$ cat config.mk
export PLATFORM = sky130hd
export DESIGN_NAME = ide_dma_engine
export DESIGN_NICKNAME = d
export VERILOG_FILES = /design/src/rtl/ide_dma_pkg.sv /design/src/rtl/ide_strobe_detect.sv /design/src/rtl/ide_dma_engine.sv
export SDC_FILE = /design/constraint.sdc
export NUM_CORES = 1
export LEC_CHECK = 0
export CORE_UTILIZATION = 44
export DETAILED_ROUTE_END_ITERATION = 16
export GPL_TIMING_DRIVEN = 0
export PLACE_DENSITY = 0.8
export SLEW_MARGIN = 20
export SYNTH_ARGS = -nofsm -noshare
export SYNTH_HDL_FRONTEND = slang
export SYNTH_HIERARCHICAL = 1
export SYNTH_SLANG_ARGS = --single-unit
export TNS_END_PERCENT = 10
$ cat constraint.sdc
create_clock -name clk -period 3.23 [get_ports clk]
set_clock_uncertainty 0.1 [all_clocks]
set_input_delay 0.969 -clock clk [delete_from_list [all_inputs] [get_ports clk]]
set_output_delay 0.969 -clock clk [all_outputs]
set_load 0.01 [all_outputs]
$ cat src/rtl/ide_dma_pkg.sv
// Shared types and constants for the IDE multiword-DMA engine.
package ide_dma_pkg;

  typedef enum logic [1:0] {
    IDLE     = 2'd0,
    PREFETCH = 2'd1,
    REQ      = 2'd2
  } dma_state_e;

  localparam logic DIR_DEV2HOST = 1'b0;
  localparam logic DIR_HOST2DEV = 1'b1;

  // A bank is usable when it holds data to send (dev->host) or has room (host->dev).
  function automatic logic bank_usable(input logic dir, input logic full);
    return (dir == DIR_HOST2DEV) ? ~full : full;
  endfunction

endpackage

$ cat src/rtl/ide_strobe_detect.sv
// Turns the synchronised dior_/diow_ strobes into a one-cycle event pulse,
// taken on the rising (trailing) edge of the strobe while dmack_ is low.
module ide_strobe_detect (
  input  logic clk,
  input  logic reset_,
  input  logic dir,
  input  logic dmack_in,
  input  logic dior_in,
  input  logic diow_in,
  output logic strobe_evt
);

  logic r_dior_q;
  logic r_diow_q;
  logic w_rise;

  // Strobes idle high, so the history resets high to avoid a false edge.
  always_ff @(posedge clk or negedge reset_) begin
    if (!reset_) begin
      r_dior_q <= 1'b1;
      r_diow_q <= 1'b1;
    end else begin
      r_dior_q <= dior_in;
      r_diow_q <= diow_in;
    end
  end

  assign w_rise     = dir ? (diow_in & ~r_diow_q) : (dior_in & ~r_dior_q);
  assign strobe_evt = w_rise & ~dmack_in;

endmodule

$ cat src/rtl/ide_dma_engine.sv
// Multiword-DMA mover between the IDE bus and a two-bank ping-pong word
// buffer; bank ownership is passed back and forth with the AVR via bank_full.
module ide_dma_engine
  import ide_dma_pkg::*;
#(
  parameter int BANK_AW = 8,
  parameter int CNT_W   = 16
) (
  input  logic               clk,
  input  logic               reset_,
  input  logic               start,
  input  logic               dir,
  input  logic [CNT_W-1:0]   xfer_len,
  input  logic               abort,
  input  logic [1:0]         bank_ack,
  output logic [1:0]         bank_full,
  output logic               busy,
  output logic               done,
  output logic               err,
  output logic [CNT_W-1:0]   words_done,
  input  logic               dmack_in,
  input  logic               dior_in,
  input  logic               diow_in,
  input  logic [15:0]        dd_in,
  output logic [15:0]        dd_out,
  output logic               dd_oe,
  output logic               dmarq,
  output logic [BANK_AW:0]   buf_addr,
  input  logic [15:0]        buf_rdata,
  output logic [15:0]        buf_wdata,
  output logic               buf_we,
  output logic [1:0]         dbg_state
);

  dma_state_e       r_state;
  logic             r_dir;
  logic [CNT_W-1:0] r_len;
  logic [CNT_W-1:0] r_words;
  logic [BANK_AW:0] r_ptr;
  logic [BANK_AW:0] r_waddr;
  logic [1:0]       r_full;
  logic             r_done;
  logic             r_err;
  logic             r_dmarq;
  logic             r_we;
  logic [15:0]      r_dd_out;
  logic [15:0]      r_wdata;

  logic             w_dir_eff;
  logic             w_evt;
  logic             w_bank;
  logic             w_bank_end;
  logic             w_final;
  logic             w_hand_over;
  logic [CNT_W-1:0] w_words_nxt;
  logic [1:0]       w_full_nxt;

  // Before a transfer is running the live dir input decides ack meaning.
  assign w_dir_eff   = (r_state == IDLE) ? dir : r_dir;
  assign w_bank      = r_ptr[BANK_AW];
  assign w_bank_end  = &r_ptr[BANK_AW-1:0];
  assign w_words_nxt = r_words + CNT_W'(1);
  assign w_final     = (w_words_nxt == r_len);
  assign w_hand_over = (r_state == REQ) && w_evt && !abort && (w_bank_end || w_final);

  ide_strobe_detect u_strobe (
    .clk        (clk),
    .reset_     (reset_),
    .dir        (w_dir_eff),
    .dmack_in   (dmack_in),
    .dior_in    (dior_in),
    .diow_in    (diow_in),
    .strobe_evt (w_evt)
  );

  // AVR hand-offs first, then the engine's own hand-over overrides them.
  always_comb begin
    w_full_nxt = r_full;
    for (int b = 0; b < 2; b++) begin
      if (bank_ack[b]) w_full_nxt[b] = (w_dir_eff == DIR_DEV2HOST);
    end
    if (w_hand_over) w_full_nxt[w_bank] = r_dir;
  end

  always_ff @(posedge clk or negedge reset_) begin
    if (!reset_) begin
      r_state  <= IDLE;
      r_dir    <= DIR_DEV2HOST;
      r_len    <= '0;
      r_words  <= '0;
      r_ptr    <= '0;
      r_waddr  <= '0;
      r_full   <= '0;
      r_done   <= 1'b0;
      r_err    <= 1'b0;
      r_dmarq  <= 1'b0;
      r_we     <= 1'b0;
      r_dd_out <= '0;
      r_wdata  <= '0;
    end else begin
      r_we   <= 1'b0;
      r_full <= w_full_nxt;
      if (r_state != IDLE && r_dir == DIR_DEV2HOST) r_dd_out <= buf_rdata;
      if (w_evt && r_state != REQ) r_err <= 1'b1;
      if (abort) begin
        r_state <= IDLE;
        r_dmarq <= 1'b0;
      end else begin
        case (r_state)
          IDLE: begin
            if (start) begin
              if (xfer_len == '0) begin
                r_done <= 1'b1;
              end else begin
                r_state <= PREFETCH;
                r_dir   <= dir;
                r_len   <= xfer_len;
                r_ptr   <= '0;
                r_words <= '0;
                r_done  <= 1'b0;
                r_err   <= 1'b0;
              end
            end
          end
          PREFETCH: begin
            if (bank_usable(r_dir, r_full[w_bank])) begin
              r_state <= REQ;
              r_dmarq <= 1'b1;
            end
          end
          REQ: begin
            if (w_evt) begin
              r_ptr   <= r_ptr + (BANK_AW+1)'(1);
              r_words <= w_words_nxt;
              if (r_dir == DIR_HOST2DEV) begin
                r_we    <= 1'b1;
                r_wdata <= dd_in;
                r_waddr <= r_ptr;
              end
              if (w_final) begin
                r_state <= IDLE;
                r_done  <= 1'b1;
                r_dmarq <= 1'b0;
              end else if (w_bank_end && !bank_usable(r_dir, r_full[~w_bank])) begin
                r_state <= PREFETCH;
                r_dmarq <= 1'b0;
              end
            end
          end
          default: r_state <= IDLE;
        endcase
      end
    end
  end

  assign bank_full  = r_full;
  assign busy       = (r_state != IDLE);
  assign done       = r_done;
  assign err        = r_err;
  assign words_done = r_words;
  assign dd_out     = r_dd_out;
  assign dd_oe      = busy & ~r_dir & ~dmack_in & ~dior_in;
  assign dmarq      = r_dmarq;
  assign buf_addr   = r_we ? r_waddr : r_ptr;
  assign buf_wdata  = r_wdata;
  assign buf_we     = r_we;
  assign dbg_state  = r_state;

endmodule
# After elaboration in Yosys (flattened, before gate mapping)
# Cells that the tools add are included.
# word_totals
in_bits,58
latchBits,0
ramBits,0
regBits,93
wordCells,123
mem_count,0
out_inout_bits,67
rom_bits,0
# classes
multipliers,0
eq_ne,13
reduce_logical,22
n_lt_le_gt_ge,3
div_mod_pow,0
muxes,51
n_shift,0
addsub,2
n_bitwise,17
# op_table
cell,count
16-bit two-way mux,3
9-bit two-way mux,4
16-bit case mux with 2 select lines,1
1-bit two-way mux,29
9-bit case mux with 2 select lines,1
"16-bit by 1-bit adder with 16-bit output, second input constant",1
16-bit == test,1
16-bit logical NOT,1
2-bit two-way mux,8
5-bit AND reduction,3
"3-bit != test, second input constant",4
4-bit AND reduction,3
1-bit NOT,11
"2-bit != test, second input constant",5
"9-bit by 1-bit adder with 9-bit output, second input constant",1
8-bit AND reduction,1
1-bit logical AND,7
1-bit AND,6
2-bit case mux with 3 select lines,1
"1-bit by 2-bit < comparator with 1-bit output, second input constant",2
"4-bit by 3-bit != test with 1-bit output, second input constant",1
1-bit case mux with 2 select lines,2
2-bit nonzero test,2
3-bit nonzero test,1
other kinds (8),9

# Depth between registers and ports, before layout
# Gate-level depths: netlist of run 1.
# depth
ltp_word,12
ltp_mapped,13
mapped_depth_nobuf,12

# Hierarchy
# The synthesis of run 1 kept the hierarchy.
# modules_own_cells
module,area_per_inst_um2,cells_each,seq_area_each_um2,n_inst
ide_dma_engine,4539.4,436,2277.2,1
ide_strobe_detect,73.8,5,52.6,1

# Least setup slack after synthesis of run 1
# OpenSTA, ideal clock, no wires.
# synth_timing
path_kind,input to register
start,input dir
end,register r_wdata[10] (netlist: buf_wdata[10])
path_buffers,1
cell_stages,9
t_arrival_ns,3.268
setup_time_ns,0.125
slack_ns,-0.263
required_ns,3.005
cell_sequence,mux2i_1 -> inv_1 -> or3b_1 -> a21oi_1 -> nand2_1 -> nor3_1 -> nand2_1 -> clkbuf_1 -> mux2_2
# synth_between
elab_chain_len,4
# synth_lines
element,line,rtl
start: declaration,ide_dma_engine.sv:12,"input logic dir,"
1-bit two-way mux,ide_dma_engine.sv:59,assign w_dir_eff = (r_state == IDLE) ? dir : r_dir;
named net w_dir_eff,ide_dma_engine.sv:49,logic w_dir_eff;
1-bit two-way mux,ide_strobe_detect.sv:28,assign w_rise = dir ? (diow_in & ~r_diow_q) : (dior_in & ~r_dior_q);
1-bit AND,ide_strobe_detect.sv:29,assign strobe_evt = w_rise & ~dmack_in;
named net w_evt,ide_dma_engine.sv:50,logic w_evt;
4-bit AND reduction (no line),n/a,
end signal: assignment,ide_dma_engine.sv:137,r_wdata <= dd_in;
end: declaration,ide_dma_engine.sv:47,logic [15:0] r_wdata;
# The timed path passes the listed nets, and every way through them passes these cells.
# A chain may end at the register's enable or synchronous reset.

# Worst setup path in the final report of run 1
# layout_timing
start,input dir
end,register r_words[15] (netlist: words_done[15])
# layout_between
elab_chain_len,5
# layout_lines
element,line,rtl
1-bit two-way mux,ide_dma_engine.sv:59,
named net w_dir_eff,ide_dma_engine.sv:49,
1-bit two-way mux,ide_strobe_detect.sv:28,
1-bit AND,ide_strobe_detect.sv:29,
named net w_evt,ide_dma_engine.sv:50,
2-bit != test (no line),n/a,
5-bit AND reduction (no line),n/a,
end signal: assignment,ide_dma_engine.sv:134,r_words <= w_words_nxt;
end: declaration,ide_dma_engine.sv:38,logic [CNT_W-1:0] r_words;
# The timed path passes the listed nets, and every way through them passes these cells.

==> flow_metrics.tcl, run 1 <==
set metrics [dict create \
    area_growth_pct 39.2 \
    initial_utilization 0.451 \
    synth_edf_count 0 \
    wire_per_inst_um 16.5 \
    io-pin-count 125 \
    synth_cell_types 50 \
    place_congestion 0.909 \
    first_global_vias 4060 \
    fill_cells 850 \
    synth_area_um2 4610 \
    leakagePower_nw 2.79 \
    max_stage_delay_ns 0.43 \
    synth_common_cells "91 x dfrtp_1, 69 x nand2_1, 50 x mux2_2" \
    utilization 0.628 \
    fin_crit_sh 0.963 \
    clock_sinks 93 \
    synth_top_area_share 0.494 \
    fmax_mhz 322 \
    grt_pass1_wl_mm 19.8 \
    synth_nets 501 \
    ys.flop_type "dfrtp_1" \
    reg2regPathDepth 9 \
    drv_slew 0 \
    worst_path_most_repeated_cell "inv_1" \
    clkTransAtPathRegs_ns 0.11 \
    die_h_um 104 \
    gr-total-overflow 0 \
    syn_inst 441 \
    wl_mm 12.0 \
    crit_family "buffers and inverters" \
    design.die.area_um2 10900 \
    cts_tree "built" \
    htreeDepth 3 \
    cp-end-kind "flop" \
    status "finished clean" \
    drtIter0Drc 184 \
    grt_usage 0.228 \
    multi_input_comb_area_um2 2180 \
    placed_area_um2 6060 \
    arrival_ns 3.27 \
    required_ns 3.39 \
    seq_area_um2 2330 \
    slew_headroom 0.607 \
    dr.pass1.iters 10 \
    crit_cells 13 \
    slowest_stage "clkdlybuf4s50_1" \
    ir_drop_uv 467 \
    antenna_found_initial 0 \
    syn_area_per_cell_um2 10.5 \
    synth_area_leaders "dfrtp_1 49%, mux2_2 12%, nand2_1 5.6%, xnor2_1 3.2%, o21ai_0 3.1%" \
    cts_made_buffers 9 \
    core_area_um2 10200 \
    crit_chain "clkdlybuf4s50_1, mux2i_1, inv_1, or3b_1, a21oi_2, nand2_2, inv_1, o21ai_2, clkbuf_4, buf_4, inv_1, a21oi_1, a31o_2" \
    placementRows 37 \
    hp-class "in -> async" \
    clockBufferDepth 2 \
    synthMostInstantiatedCell "dfrtp_1" \
    period_needed_ns 3.11 \
    viasPerCell 5.38 \
    antenna_left 0 \
    drc 0 \
    worstReg2RegStart "words_done[1]$_DFFE_PN0P_" \
    cap_violations 0 \
    worst_pin_slew_ns 0.589 \
    final_cell_area_um2 6420 \
    hold_viol 0 \
    dp_hpwl_mm 8.52 \
    crit_type "in -> reg" \
    grt_max_degree 74 \
    yosys_warnings 6 \
    clk_latency_ns 0.37 \
    synth_top_cell_by_area "dfrtp_1" \
    synth_seq_cells 93 \
    grt_setup_unrepaired "yes" \
    num_vias 3908 \
    antenna_cells 0 \
    drive_gt1_frac 0.198 \
    root_buffer "clkbuf_8" \
    fp.dieW_um 104 \
    start_kind "input port" \
    fin_nets 645 \
    critPathLaunch "dir" \
    hold_buffers 0 \
    setup_viol 0 \
    synthArstFlopShare 1.00 \
    cp_num_buf_inv 6 \
    portBuffers 124 \
    powerDensity_nw_per_um2 631 \
    yosysSeqAreaShare 0.505 \
    cp_max_fo 5 \
]
metal layers:
layer | up-vias | part of all wire | GRT usage
li1 | 1823 | - | -
met1 | 1935 | 0.42 | 0.286
met2 | 124 | 0.50 | 0.392
met3 | 26 | 0.050 | 0.0357
met4 | 0 | 0.025 | 0.0908
met5 | - | 0 | 0
cells by family (layout without fill, tap and decap cells):
group | count (synthesis) | in the layout | share of synthesized area
AND/OR/NAND/NOR | 158 | 158 | 0.168
flip-flops | 93 | 93 | 0.505
AO/OA/AOI/OAI | 67 | 67 | 0.0936
multiplexers | 56 | 56 | 0.135
buffers and inverters | 36 | 185 | 0.0374
XOR/XNOR | 29 | 29 | 0.0551
adder cells (fa/ha/maj) | 2 | 2 | 0.00542
timing repair:
item	CTS	global route
buffers inserted	7	3
pin swaps	2	4
gates cloned	0	0
endpoints found under the setup margin	55	42
gates resized for setup	26	20
worst register-to-register path: cells and delay by family, from the launching register on:
kind,cells,cell delay [ns]
adder cells (fa/ha/maj),1,0.28
AO/OA/AOI/OAI,1,0.16
buffers and inverters,1,0.21
AND/OR/NAND/NOR,4,1.35
XOR/XNOR,1,0.17
flip-flops,1,0.47
multiplexers,1,0.26
layout by cell type, fill, tap and decap left out, types with 3 or more instances in the layout:
master	n
mux2i_1	6
nand4_1	6
or3_1	3
clkbuf_8	10
clkinv_4	3
nor4_1	8
inv_1	13
dfrtp_2	4
a211oi_1	3
dfrtp_1	87
buf_4	11
nor3_1	10
o31ai_1	4
nor2_1	25
nand3_1	9
o21ai_2	3
xor2_1	12
and2_1	4
clkdlybuf4s50_1	122
nand2b_1	6
mux2_2	50
clkbuf_1	9
xnor2_1	17
o21ai_0	24
nand3b_1	4
buf_6	7
nand2_1	67
or4_4	3
a21oi_1	10
layout make-up:
class / instances / share of cell area
Sequential cell: 93 / 0.364
Multi-Input combinational cell: 312 / 0.339
Timing Repair Buffer: 135 / 0.210
Tap cell: 136 / 0.0265
Buffer: 21 / 0.0244
Clock buffer: 11 / 0.0220
Inverter: 13 / 0.00760
Clock inverter: 5 / 0.00701
through the flow:
step	hold WS (ns)	setup TNS, ns	total power (W)	worst slack [ns]	instances
after global routing	0.334	-0.0501	0.00426	-0.0161	726
final	0.330	0	0.00405	0.120	726
after detailed placement	0.388	-43.50	0.00326	-1.05	702
after floorplan	0.365	0	0.00251	0.0218	441
after global placement	0.379	-252.86	0.00320	-2.29	701
after CTS	0.335	0	0.00405	0.0339	723
where the power goes:
group          internal, W  switching (W)
registers          0.00148       0.000239
logic             0.000896       0.000682
clock network     0.000311       0.000449
total              0.00269        0.00137
worst paths after layout:
kind | end | slack [ns]
max in group asynchronous | u_strobe/r_dior_q$_DFF_PN1_ | 2.03
setup reg to reg | dbg_state[0]$_DFFE_PN0P_ | 0.13
setup / recovery | words_done[15]$_DFFE_PN0P_ | 0.12
hold reg to reg | err$_DFF_PN0_ | 0.41
min in group clk | err$_DFF_PN0_ | 0.41
hold / removal | words_done[4]$_DFFE_PN0P_ | 0.33
state kept, by name (all words and copies together) (netlist names):
name	count
words_done	16
dbg_state	2
dd_out	16
r_ptr	9
u_strobe/r_diow_q	1
r_dir	1
buf_wdata	16
r_waddr	9
bank_full	2
dmarq	1
err	1
done	1
buf_we	1
r_len	16
u_strobe/r_dior_q	1
(Power assumes the default switching activity.)
==> run 2: changes to the inputs <==
--- a/config.mk
+++ b/config.mk
@@ -14,4 +14,4 @@
 export SYNTH_HDL_FRONTEND = slang
 export SYNTH_HIERARCHICAL = 1
 export SYNTH_SLANG_ARGS = --single-unit
-export TNS_END_PERCENT = 10
+export TNS_END_PERCENT = 20
==> results of run 2 <==
The final DEF is identical to that of run 1; final timing and power are the same.
==> run 3: changes to the inputs <==
--- a/config.mk
+++ b/config.mk
@@ -5,10 +5,11 @@
 export SDC_FILE = /design/constraint.sdc
 export NUM_CORES = 1
 export LEC_CHECK = 0
-export CORE_UTILIZATION = 44
+export CORE_UTILIZATION = 45
+export CTS_BUF_LIST = sky130_fd_sc_hd__clkbuf_2
 export DETAILED_ROUTE_END_ITERATION = 16
 export GPL_TIMING_DRIVEN = 0
-export PLACE_DENSITY = 0.8
+export PLACE_DENSITY = 0.81
 export SLEW_MARGIN = 20
 export SYNTH_ARGS = -nofsm -noshare
 export SYNTH_HDL_FRONTEND = slang
==> run 3 against run 2 <==
Against the previous run: final cell count shrank 1.4%; register-to-register slack better by 0.04 ns; sequential power fell by 2%; via count down 0.18%; core utilization increased by 0.75 points; hold slack worse by 0.13 ns; count of clock-buffer cells in the layout is 2 lower; sequential share of layout area grew 0.99 points; wire length down 1.3%; combinational power increased by 3%; total power shrank 4.7%; first-iteration DRC count fell by 26%.
==> flow_metrics.tcl, run 3 (same netlist as run 1, synthesis figures left out) <==
set metrics [dict create \
    status "finished clean" \
    grt_usage 0.233 \
    core_area_um2 9860 \
    dp_hpwl_mm 8.59 \
    worst_path_most_repeated_cell "inv_1" \
    fin_nets 640 \
    grt_max_degree 52 \
    placed_area_um2 6060 \
    power.total_w 0.00386 \
    antenna_found_initial 0 \
    root_buffer "clkbuf_2" \
    antenna_cells 0 \
    powerDensity_nw_per_um2 617 \
    clk_latency_ns 0.55 \
    cts_made_buffers 9 \
    final_cell_mix "122 x clkdlybuf4s50_1, 83 x dfrtp_1, 68 x nand2_1" \
    utilization 0.635 \
    grt_pass1_wl_mm 18.8 \
    gr-total-overflow 0 \
    initial_utilization 0.468 \
    drc 0 \
    num_vias 3901 \
    final_common_cell "clkdlybuf4s50_1" \
    start_kind "input port" \
    crit_type "in -> reg" \
    r2r_end "dbg_state[0]$_DFFE_PN0P_" \
    cp-endpoint "words_done[4]$_DFFE_PN0P_" \
    drive_gt1_frac 0.192 \
    grt_setup_unrepaired "no" \
    max_stage_delay_ns 0.45 \
    io-pin-count 125 \
    slowest_stage "clkdlybuf4s50_1" \
    portBuffers 124 \
    required_ns 3.56 \
    holdWs_ns 0.203 \
    worstReg2RegStart "words_done[0]$_DFFE_PN0P_" \
    wl_mm 11.8 \
    fp.dieW_um 103 \
    slew_headroom 0.568 \
    cts_tree "built" \
    clock_sinks 93 \
    drtIter0Drc 137 \
    hp-class "in -> async" \
    hold_buffers 0 \
    period_needed_ns 3.19 \
    antenna_left 0 \
    cap_violations 0 \
    cp_max_fo 10 \
    fmax_mhz 314 \
    crit_chain "clkdlybuf4s50_1, mux2i_2, inv_1, or3b_1, a21oi_4, nand2_1, inv_1, o21ai_1, buf_4, buf_2, o21ai_0, o31ai_1" \
    setup_viol 0 \
    ir_drop_uv 490 \
    dr.pass1.iters 4 \
    cp-end-kind "flop" \
    worst_pin_slew_ns 0.641 \
    arrival_ns 3.52 \
    drv_slew 0 \
    final_cell_area_um2 6270 \
    htreeDepth 3 \
    placementRows 36 \
    wire_per_inst_um 16.5 \
    hold_viol 0 \
    viasPerCell 5.45 \
    fin_crit_sh 0.987 \
    first_global_vias 3899 \
    critPathLaunch "dir" \
    design.die.area_um2 10700 \
    place_congestion 0.954 \
    fin_cells 716 \
    reg2regPathDepth 8 \
    area_growth_pct 35.8 \
    placed_cells 699 \
    die_h_um 103 \
    clkTransAtPathRegs_ns 0.24 \
    r2r_setup_slack_ns 0.17 \
    leakagePower_nw 2.71 \
    clockBufferDepth 2 \
]
[run 3: changes by cell type in the layout (fill, tap and decap cells not counted), moves of 2 or more]
| cell | delta |
|---|---|
| buf_4 | -3 |
| clkbuf_1 | -3 |
| buf_2 | +4 |
| clkbuf_4 | -2 |
| o21ai_0 | +4 |
| clkinv_4 | -2 |
| clkbuf_8 | -9 |
| dfrtp_2 | +4 |
| clkbuf_2 | +9 |
| o21ai_2 | -3 |
| buf_8 | -2 |
| dfrtp_1 | -4 |
[run 3: through the flow]
stage | setup slack (ns) | setup TNS (ns)
floorplan | 0.0218 | 0
global placement | -2.32 | -258.32
detailed placement | -1.17 | -52.86
CTS | 0.00417 | 0
global route | 0.0232 | 0
finish | 0.0406 | 0
[run 3: cell type report]
cell class | instances | area [um^2]
Clock buffer | 9 | 45.0
Clock inverter | 5 | 62.6
Timing Repair Buffer | 132 | 1320
Multi-Input combinational cell | 312 | 2150
Inverter | 13 | 48.8
Sequential cell | 93 | 2340
Buffer | 19 | 130
Tap cell | 133 | 166
Fill cell | 802 | 3600
[run 3: how the worst min path moves through the flow]
stage / from / end / slack (ns) / cells past startpoint
finish: reset_ / words_done[15]$_DFFE_PN0P_ / 0.20 / 1
global route: reset_ / dd_out[8]$_DFFE_PN0P_ / 0.17 / 1
CTS: reset_ / dd_out[0]$_DFFE_PN0P_ / 0.15 / 1
floorplan: r_len[11]$_DFFE_PN0P_ / r_len[11]$_DFFE_PN0P_ / 0.37 / 2
global placement: r_len[0]$_DFFE_PN0P_ / r_len[0]$_DFFE_PN0P_ / 0.38 / 2
detailed placement: r_len[15]$_DFFE_PN0P_ / r_len[15]$_DFFE_PN0P_ / 0.38 / 2
[run 3: worst max-delay path: cells and delay by family]
family | cells | cell delay (ns)
simple gates | 2 | 0.59
buf+inv | 5 | 1.04
compound gates | 4 | 0.67
mux | 1 | 0.23
[run 3: where the power goes]
part	internal [W]	switching (W)
Sequential	0.00148	0.000205
Combinational	0.000910	0.000711
Clock	0.000174	0.000389
[run 3: what timing repair did]
| item | CTS | global route |
|---|---|---|
| endpoints found under the setup margin | 61 | 50 |
| endpoints found under the hold margin | 0 | 0 |
| setup buffers | 5 | 2 |
| pin swaps | 2 | 1 |
| resized for setup | 22 | 13 |
[run 3: routing by layer]
layer  wire [um]  up-vias  share of wire  GRT usage
met5           0        -              0          0
met4         297        0          0.025      0.115
met3         684       26          0.058     0.0558
met2        5860      138           0.50      0.381
met1        4980     1912           0.42      0.292
li1            -     1825              -          -
